**src/rtl/pixel_pair_feeder_pkg.sv**
```systemverilog
// pixel_pair_feeder_pkg: shared pixel, opcode and feeder state types
package pixel_pair_feeder_pkg;

    typedef logic [7:0] pixel_t;

    typedef enum logic [1:0] {
        OP_NONE    = 2'd0,
        OP_ADD     = 2'd1,
        OP_SUB     = 2'd2,
        OP_ABSDIFF = 2'd3
    } opcodes_t;

    typedef enum logic [1:0] {
        IDLE = 2'd0,
        RUN  = 2'd1,
        DONE = 2'd2
    } feeder_state_t;

endpackage

```
**src/rtl/pixel_pair_feeder_fifo.sv**
```systemverilog
// pixel_fifo: small synchronous FIFO, extra pointer bit separates full from empty
module pixel_fifo
    import pixel_pair_feeder_pkg::*;
#(
    parameter int  FIFO_DEPTH = 4,
    parameter type data_t     = pixel_t
) (
    input  logic  clk,
    input  logic  rst,
    input  logic  push,
    input  logic  pop,
    input  data_t din,
    output data_t dout,
    output logic  full,
    output logic  empty
);

    localparam int AW = $clog2(FIFO_DEPTH);

    logic [AW:0] wr_ptr;
    logic [AW:0] rd_ptr;
    data_t       mem [FIFO_DEPTH];
    logic        do_push;
    logic        do_pop;

    assign full    = (wr_ptr[AW] != rd_ptr[AW]) && (wr_ptr[AW-1:0] == rd_ptr[AW-1:0]);
    assign empty   = wr_ptr == rd_ptr;
    assign dout    = mem[rd_ptr[AW-1:0]];
    assign do_push = push && !full;
    assign do_pop  = pop && !empty;

    always_ff @(posedge clk or posedge rst) begin
        if (rst) begin
            wr_ptr <= '0;
            rd_ptr <= '0;
        end else begin
            if (do_push) wr_ptr <= wr_ptr + 1'b1;
            if (do_pop) rd_ptr <= rd_ptr + 1'b1;
        end
    end

    // storage is not reset; the pointers alone define what is valid
    always_ff @(posedge clk) begin
        if (do_push) mem[wr_ptr[AW-1:0]] <= din;
    end

endmodule

```
**src/rtl/pixel_pair_feeder.sv**
```systemverilog
// pixel_pair_feeder: buffers two pixel streams, pairs them in order and
// presents one frame of FRAME_PIXELS pairs with a frame-constant opcode
module pixel_pair_feeder
    import pixel_pair_feeder_pkg::*;
#(
    parameter int FIFO_DEPTH   = 4,
    parameter int FRAME_PIXELS = 16,
    parameter int CNT_W        = $clog2(FRAME_PIXELS + 1)
) (
    input  logic     clk,
    input  logic     rst,
    input  logic     start,
    input  opcodes_t cfg_opcode,
    input  pixel_t   a_pixel,
    input  logic     a_valid,
    output logic     a_ready,
    input  pixel_t   b_pixel,
    input  logic     b_valid,
    output logic     b_ready,
    output pixel_t   pixelA,
    output pixel_t   pixelB,
    output opcodes_t opcode,
    output logic     out_valid,
    input  logic     out_ready,
    output logic     busy,
    output logic     frame_done
);

    localparam logic [CNT_W-1:0] FRAME = CNT_W'(FRAME_PIXELS);

    feeder_state_t    state;
    feeder_state_t    state_nxt;
    logic [CNT_W-1:0] a_cnt;
    logic [CNT_W-1:0] b_cnt;
    logic [CNT_W-1:0] issued;
    logic             a_full;
    logic             a_empty;
    logic             b_full;
    logic             b_empty;
    pixel_t           a_head;
    pixel_t           b_head;
    logic             a_push;
    logic             b_push;
    logic             pop_both;
    logic             take;
    logic             last;

    pixel_fifo #(.FIFO_DEPTH(FIFO_DEPTH), .data_t(pixel_t)) u_fifo_a (
        .clk   (clk),
        .rst   (rst),
        .push  (a_push),
        .pop   (pop_both),
        .din   (a_pixel),
        .dout  (a_head),
        .full  (a_full),
        .empty (a_empty)
    );

    pixel_fifo #(.FIFO_DEPTH(FIFO_DEPTH), .data_t(pixel_t)) u_fifo_b (
        .clk   (clk),
        .rst   (rst),
        .push  (b_push),
        .pop   (pop_both),
        .din   (b_pixel),
        .dout  (b_head),
        .full  (b_full),
        .empty (b_empty)
    );

    // accept counters cap each channel at one frame, so the FIFOs drain empty by DONE
    always_comb begin
        a_ready    = (state == RUN) && !a_full && (a_cnt < FRAME);
        b_ready    = (state == RUN) && !b_full && (b_cnt < FRAME);
        a_push     = a_valid && a_ready;
        b_push     = b_valid && b_ready;
        pop_both   = (state == RUN) && !a_empty && !b_empty && (!out_valid || out_ready);
        last       = out_valid && out_ready && (issued == FRAME);
        take       = (state == IDLE) && start;
        busy       = state != IDLE;
        frame_done = state == DONE;
        state_nxt  = state == IDLE ? (start ? RUN : IDLE) :
                     state == RUN  ? (last ? DONE : RUN) : IDLE;
    end

    always_ff @(posedge clk or posedge rst) begin
        if (rst) state <= IDLE;
        else     state <= state_nxt;
    end

    always_ff @(posedge clk or posedge rst) begin
        if (rst) begin
            a_cnt     <= '0;
            b_cnt     <= '0;
            issued    <= '0;
            opcode    <= OP_NONE;
            pixelA    <= '0;
            pixelB    <= '0;
            out_valid <= 1'b0;
        end else begin
            if (take) begin
                opcode <= cfg_opcode;
                a_cnt  <= '0;
                b_cnt  <= '0;
                issued <= '0;
            end else begin
                if (a_push) a_cnt <= a_cnt + 1'b1;
                if (b_push) b_cnt <= b_cnt + 1'b1;
                if (pop_both) issued <= issued + 1'b1;
            end
            if (pop_both) begin
                pixelA    <= a_head;
                pixelB    <= b_head;
                out_valid <= 1'b1;
            end else if (out_ready) begin
                out_valid <= 1'b0;
            end
        end
    end

endmodule
```
**config.mk**
```make
export PLATFORM = sky130hd
export DESIGN_NAME = pixel_pair_feeder
export DESIGN_NICKNAME = d
export VERILOG_FILES = /design/src/rtl/pixel_pair_feeder_pkg.sv /design/src/rtl/pixel_pair_feeder_fifo.sv /design/src/rtl/pixel_pair_feeder.sv
export SDC_FILE = /design/constraint.sdc
export NUM_CORES = 1
export LEC_CHECK = 0
export BUFFER_PORTS_ARGS = -buffer_cell sky130_fd_sc_hd__buf_2
export CAP_MARGIN = 0
export CORE_MARGIN = 2
export CORE_UTILIZATION = 35
export DETAILED_ROUTE_END_ITERATION = 8
export HOLD_SLACK_MARGIN = 0.15
export PLACE_DENSITY = 0.59
export SLEW_MARGIN = 20
export SYNTH_ARGS = -nofsm -noshare
export SYNTH_HDL_FRONTEND = slang
export SYNTH_SLANG_ARGS = --single-unit
```
**constraint.sdc**
```tcl
create_clock -name clk -period 2.99 [get_ports clk]
set_clock_uncertainty 0.15 [all_clocks]
set_input_delay 0.299 -clock clk [delete_from_list [all_inputs] [get_ports clk]]
set_output_delay 0.299 -clock clk [all_outputs]
set_load 0.005 [all_outputs]
```
Yosys cells after proc, flatten, opt, wreduce, memory -nomap -nowiden --
Memory sizes are Yosys's and may differ from the RTL's. A register that Yosys moved wholly into a read port is not among the register bits. Cells that the tools add are included.
Operators by class: magnitude comparators 2, add/sub/neg operators 7, multiplexer cells 16, reduce and logical (&&, ||, !) cells 30, equal/unequal tests 9
Operator list (number):
- 5-bit two-way mux | 6
- 1-bit logical AND | 18
- 5-bit by 1-bit adder with 5-bit output (second input constant) | 3
- 3-bit by 1-bit adder with 3-bit output (second input constant) | 4
- 5-bit less-than comparator (second input constant) | 2
- 2-bit nonzero test | 5
- 1-bit two-way mux | 7
- 3-bit equality test | 2
- 2-bit two-way mux | 3
- 5-bit equality test (second input constant) | 1
- 1-bit zero test | 5
- 2-bit equality test | 2
- 2-bit by 1-bit equality test with 1-bit output (second input constant) | 1
- 2-bit equality test (second input constant) | 1
- 2-bit zero test | 1
- 1-bit inequality test | 2
- 1-bit logical OR | 1
Word-level totals: RAM bits 64, memories 2, input port bits 24, logic and storage cells 76, bits in registers 32, output and inout port bits 23
Memory list:
- u_fifo_a.mem | depth 4, width 8, read ports 1, clocked after memory_dff 1, write ports 1, RTL line pixel_pair_feeder_fifo.sv:22 | data_t mem [FIFO_DEPTH];
- u_fifo_b.mem | depth 4, width 8, read ports 1, clocked after memory_dff 1, write ports 1, RTL line pixel_pair_feeder_fifo.sv:22

Longest topological paths before layout --
depth after elaboration 9, mapped depth 7, gate-level depth less buffers 5

Cells and area by module --
A second synthesis with hierarchy kept.
Second synthesis, totals: cell total of the unflattened synthesis 314, area, all modules 5004.8 sq um
By module, submodules not included:
- pixel_fifo | sequential area each 1111.1 sq um, times used 2, cells an instance 91, area an instance 1657.8 sq um
- pixel_pair_feeder | sequential area each 900.9 sq um, times used 1, cells an instance 132, area an instance 1689.1 sq um

Least setup slack after synthesis --
No wires, ideal clock.
path type reg2reg, start reg state[1], end mem u_fifo_a.mem[1][0] (netlist name) (enable), path slack 0.955 ns, required time 2.508 ns, data arrival time 1.553 ns, cell stages (with the launch flop) 5, cells stage by stage dfrtp_1 or3b_1 a311oi_2 buf_4 and2_1
Between the ends: longest elaborated chain between the ends 7
RTL lines:
- start: declaration | RTL line pixel_pair_feeder.sv:31 | feeder_state_t state;
- start signal: assignment | RTL line pixel_pair_feeder.sv:87 | else state <= state_nxt;
- 2-bit by 1-bit equality test with 1-bit output | RTL line pixel_pair_feeder.sv:72 | a_ready = (state == RUN) && !a_full && (a_cnt < FRAME);
- 1-bit logical AND (2 in a row) | RTL line pixel_pair_feeder.sv:72
- 1-bit logical AND | RTL line pixel_pair_feeder.sv:74 | a_push = a_valid && a_ready;
- 1-bit logical AND | RTL line pixel_pair_feeder_fifo.sv:29 | assign do_push = push && !full;
- 1-bit two-way mux | RTL line pixel_pair_feeder_fifo.sv:44 | if (do_push) mem[wr_ptr[AW-1:0]] <= din;
- 1-bit two-way mux (not written as such) | RTL line pixel_pair_feeder_fifo.sv:44
- end: declaration | RTL line pixel_pair_feeder_fifo.sv:22
Every way passes these cells.

Final worst setup path --
start reg u_fifo_b.rd_ptr[1], end reg pixelB[0] (read register of u_fifo_b.mem)
Between the ends: longest elaborated chain between the ends 4
RTL lines:
- start: declaration | RTL line pixel_pair_feeder_fifo.sv:21 | logic [AW:0] rd_ptr;
- start signal: assignment | RTL line pixel_pair_feeder_fifo.sv:38 | if (do_pop) rd_ptr <= rd_ptr + 1'b1;
- 3-bit equality test | RTL line pixel_pair_feeder_fifo.sv:27 | assign empty = wr_ptr == rd_ptr;
- 1-bit zero test | RTL line pixel_pair_feeder.sv:76 | pop_both = (state == RUN) && !a_empty && !b_empty && (!out_valid || out_ready);
- 1-bit logical AND (2 in a row) | RTL line pixel_pair_feeder.sv:76
- end: declaration | RTL line pixel_pair_feeder.sv:21 | output pixel_t pixelB,
Parallel ways exist; a longest one is shown, timed or not. A chain may end at the register's enable or synchronous reset.

==> out/summary.md <==
The number of CTS-inserted buffers was 9; the count of standard-cell rows was 43. The tools report the number of placed I/O pins as 47. Counting every instance in the synthesized netlist gives 278. The run gives 0 as the count of endpoints failing hold in the final timing report. The routed design has 8.42 mm of wire. The run gives 0.35 ns as the clock insertion delay at the later pin of the skew report.

Setup violations remaining at the end of the flow were counted as 0. Fill cells in the final layout number 1222. The slew at the pin with the worst max-slew slack was 0.891 ns. Clock-pin slew was measured on the worst setup and hold paths at 0.08 ns.

The logs give 0 for the total count of max-transition violations in the final report and 0.416 for the end-of-flow core utilization. For this run, the number of Yosys warnings is 0. The net count reported at finish was 385; the horizontal die dimension was 122 um. Power per unit of standard cell area: 1060 nW/um^2. The worst relative slew slack is 0.406. The number of violations reported at the end of detailed-routing iteration 0 came out at 77.

For the number of global-route vias before repair, the log shows 2634. The achievable frequency was 411 MHz; the floorplan core area was 13700 um^2. The worst setup path is launched from a register. In this run the tool buffered the top-level ports with 46 buffer cells.

The flow ran to the end, and the final reports show no timing, DRC or antenna violations. Aggregate global-route resource usage: 0.125. Path category of the worst min-delay check: in -> reg. The number of remaining DRC errors was 0; the post-route worst hold slack was 0.269 ns. Leaving out filler cells and counting taps, the final layout contains 532.

The buffer type at the clock tree root was clkbuf_16. The first global-routing pass estimated 13.7 mm of wire. Counting every sink on the clock net gives 112. The die covers 14800 um^2. The tools report the required time of the critical path as 3.07 ns.

The worst path in the final design needs a cycle of 2.43 ns, including I/O delays and setup. Standard cell area after detailed placement: 5200 um^2. The placed cell count came out at 496. Setup repair after global routing left no endpoint under its margin.

For the pin count of the biggest net entering global routing, the log shows 49. For the worst slack at placement, the log shows 0.554 ns. Relative to the synthesized area, the layout overhead comes to 17.8%.

The largest driver fanout on the critical path is 25. The tools report the largest buffer count on any clock path as 2. The share of the clock period used by the worst path after layout was 0.814.

In the layout the commonest cells are edfxtp_1, dfrtp_1, buf_2. The detailed-routing iteration count for the pre-antenna-repair pass is 4, and the total vias in the final route is 2503. The number of antenna diodes was 0; the share of synthesized registers carrying an async set or reset was 0.429.

The setup total negative slack was 0 ns. In this run the static leakage power is 2.34 nW. The mean routed wirelength per cell was 15.8 um; the net count after synthesis was 316.

The initial core utilization was 0.353. For this run, the leading register cell type out of synthesis is edfxtp_1. The H-tree was split into 3 levels. The critical setup path kind was reg -> reg.

The run gives 0.644 as the sequential element share of the synthesized area. In the final layout, the multi-input gates occupy 1560 um^2. The signal on the critical path passes through xor2_2 > or3b_1 > nand3_4 > mux2_2.

The run gives 5710 um^2 as the cell area after layout. Cell with the largest stage delay on the worst path: dfrtp_1. For the worst setup path, the data arrival time is 2.52 ns. TritonCTS built the clock tree. The tools report the count of distinct cell types in the synthesized netlist as 42.

The fraction of final layout cells sized beyond drive strength 1 was 0.273. In the final layout, flip-flops and latches occupy 3120 um^2. For the number of antenna violations at the first check in global routing, the log shows 0. The run gives 4850 um^2 as the cell area after synthesis. STA classifies the critical path endpoint as a register. The max-capacitance violation count was 0.

The average cell area after synthesis was 17.4 um^2; the post-detailed-placement half-perimeter wirelength was 5.37 mm. The biggest cell delay along the critical path works out to 0.57 ns. The logs give 0 for the remaining antenna violation count after routing and 0 for the total congestion overflow after global routing. The maximum ir drop on the vdd rail is 0.629 mV, and the last weighted congestion value of the routability-driven placer is 0.695. Leaving out fill and tap cells, the most frequent cell in the layout is edfxtp_1. The via density per instance works out to 4.70. Setup slack closes at 0.556 ns. Overall die height: 122 um.

The tools report the post-layout total power as 6.06 mW. Yosys mapped a number of flops with a built-in enable equal to 64. The post-synthesis register bit count works out to 112.
## flip-flops by register name, indices dropped and copies added, names as in the netlist
| signal | count |
|---|---|
| u_fifo_b.wr_ptr | 3 |
| b_cnt | 5 |
| u_fifo_b.mem | 32 |
| state | 2 |
| out_valid | 1 |
| opcode | 2 |
| pixelB | 8 |
| u_fifo_b.rd_ptr | 3 |
| u_fifo_a.rd_ptr | 3 |
| u_fifo_a.mem | 32 |
| pixelA | 8 |
| a_cnt | 5 |
| u_fifo_a.wr_ptr | 3 |
| issued | 5 |
## power by group
part	leakage [nW]	total, mW	internal, mW	switching (mW)
Combinational	1.03	2.27	1.22	1.05
Sequential	1.16	2.55	2.20	0.352
Clock	0.150	1.24	0.683	0.554
Total	2.34	6.06	4.10	1.96
## kinds of logic after synthesis
logic type / synth area share
flip-flops: 0.644
AND/OR/NAND/NOR: 0.0601
multiplexers: 0.158
buffers and inverters: 0.0346
XOR/XNOR: 0.0390
AO/OA/AOI/OAI: 0.0281
adder cells (fa/ha/maj): 0.0361
## layout make-up
type,count,area share
clock inverter,6,0.0127
inverter,10,0.00679
timing repair buffer,69,0.0793
multi-input combinational,145,0.273
sequential,112,0.547
tap,180,0.0394
clock buffer,10,0.0418
## final timing paths
path | start | to | slack, ns | cells after the start
worst max-delay path | u_fifo_b.rd_ptr[1] | pixelB[0] | 0.56 | 4
worst min-delay path | b_valid | u_fifo_b.wr_ptr[0] | 0.27 | 3
min in group asynchronous | rst | pixelB[0] | 0.49 | 3
worst max register to register | u_fifo_b.rd_ptr[1] | pixelB[0] | 0.56 | 4
max in group asynchronous | rst | a_cnt[0] | 1.65 | 3
worst min register to register | a_cnt[3] | a_cnt[3] | 0.33 | 1
## cells in the mapped netlist, drive strengths merged (2+ instances only)
cell type	count	area share
buf	9	0.022
o21ai	4	0.0041
nand2	21	0.016
nand3	3	0.0057
ha	14	0.036
nor2b	2	0.0026
nand4	6	0.0077
edfxtp	64	0.40
xor2	7	0.016
mux2	19	0.055
nor2	7	0.0054
inv	10	0.0077
mux4	16	0.087
mux2i	8	0.017
or2b	2	0.0034
a31oi	2	0.0057
xnor2	12	0.023
a311oi	2	0.0049
and2	9	0.012
dfrtp	48	0.25
or3b	2	0.0036
## timing repair
action | in CTS | in global routing
resized for setup | 0 | 0
hold endpoints to repair | 115 | 0
buffers inserted | 0 | 0
hold buffers | 20 | 0
## critical path: cells and delay by family, from the launching register on
kind,cells,cell delay (ns)
xor+xnor,1,0.24
flops,1,0.57
simple gates,2,0.96
mux,1,0.39
## routing by layer
layer / GRT usage / vias to the layer above / routed length (um)
met5: 0 / - / 0
met4: 0.0417 / 0 / 112
met3: 0.0398 / 10 / 347
met2: 0.215 / 43 / 4360
met1: 0.151 / 1272 / 3600
li1: - / 1178 / -
Power figures use the tool's default switching activity.
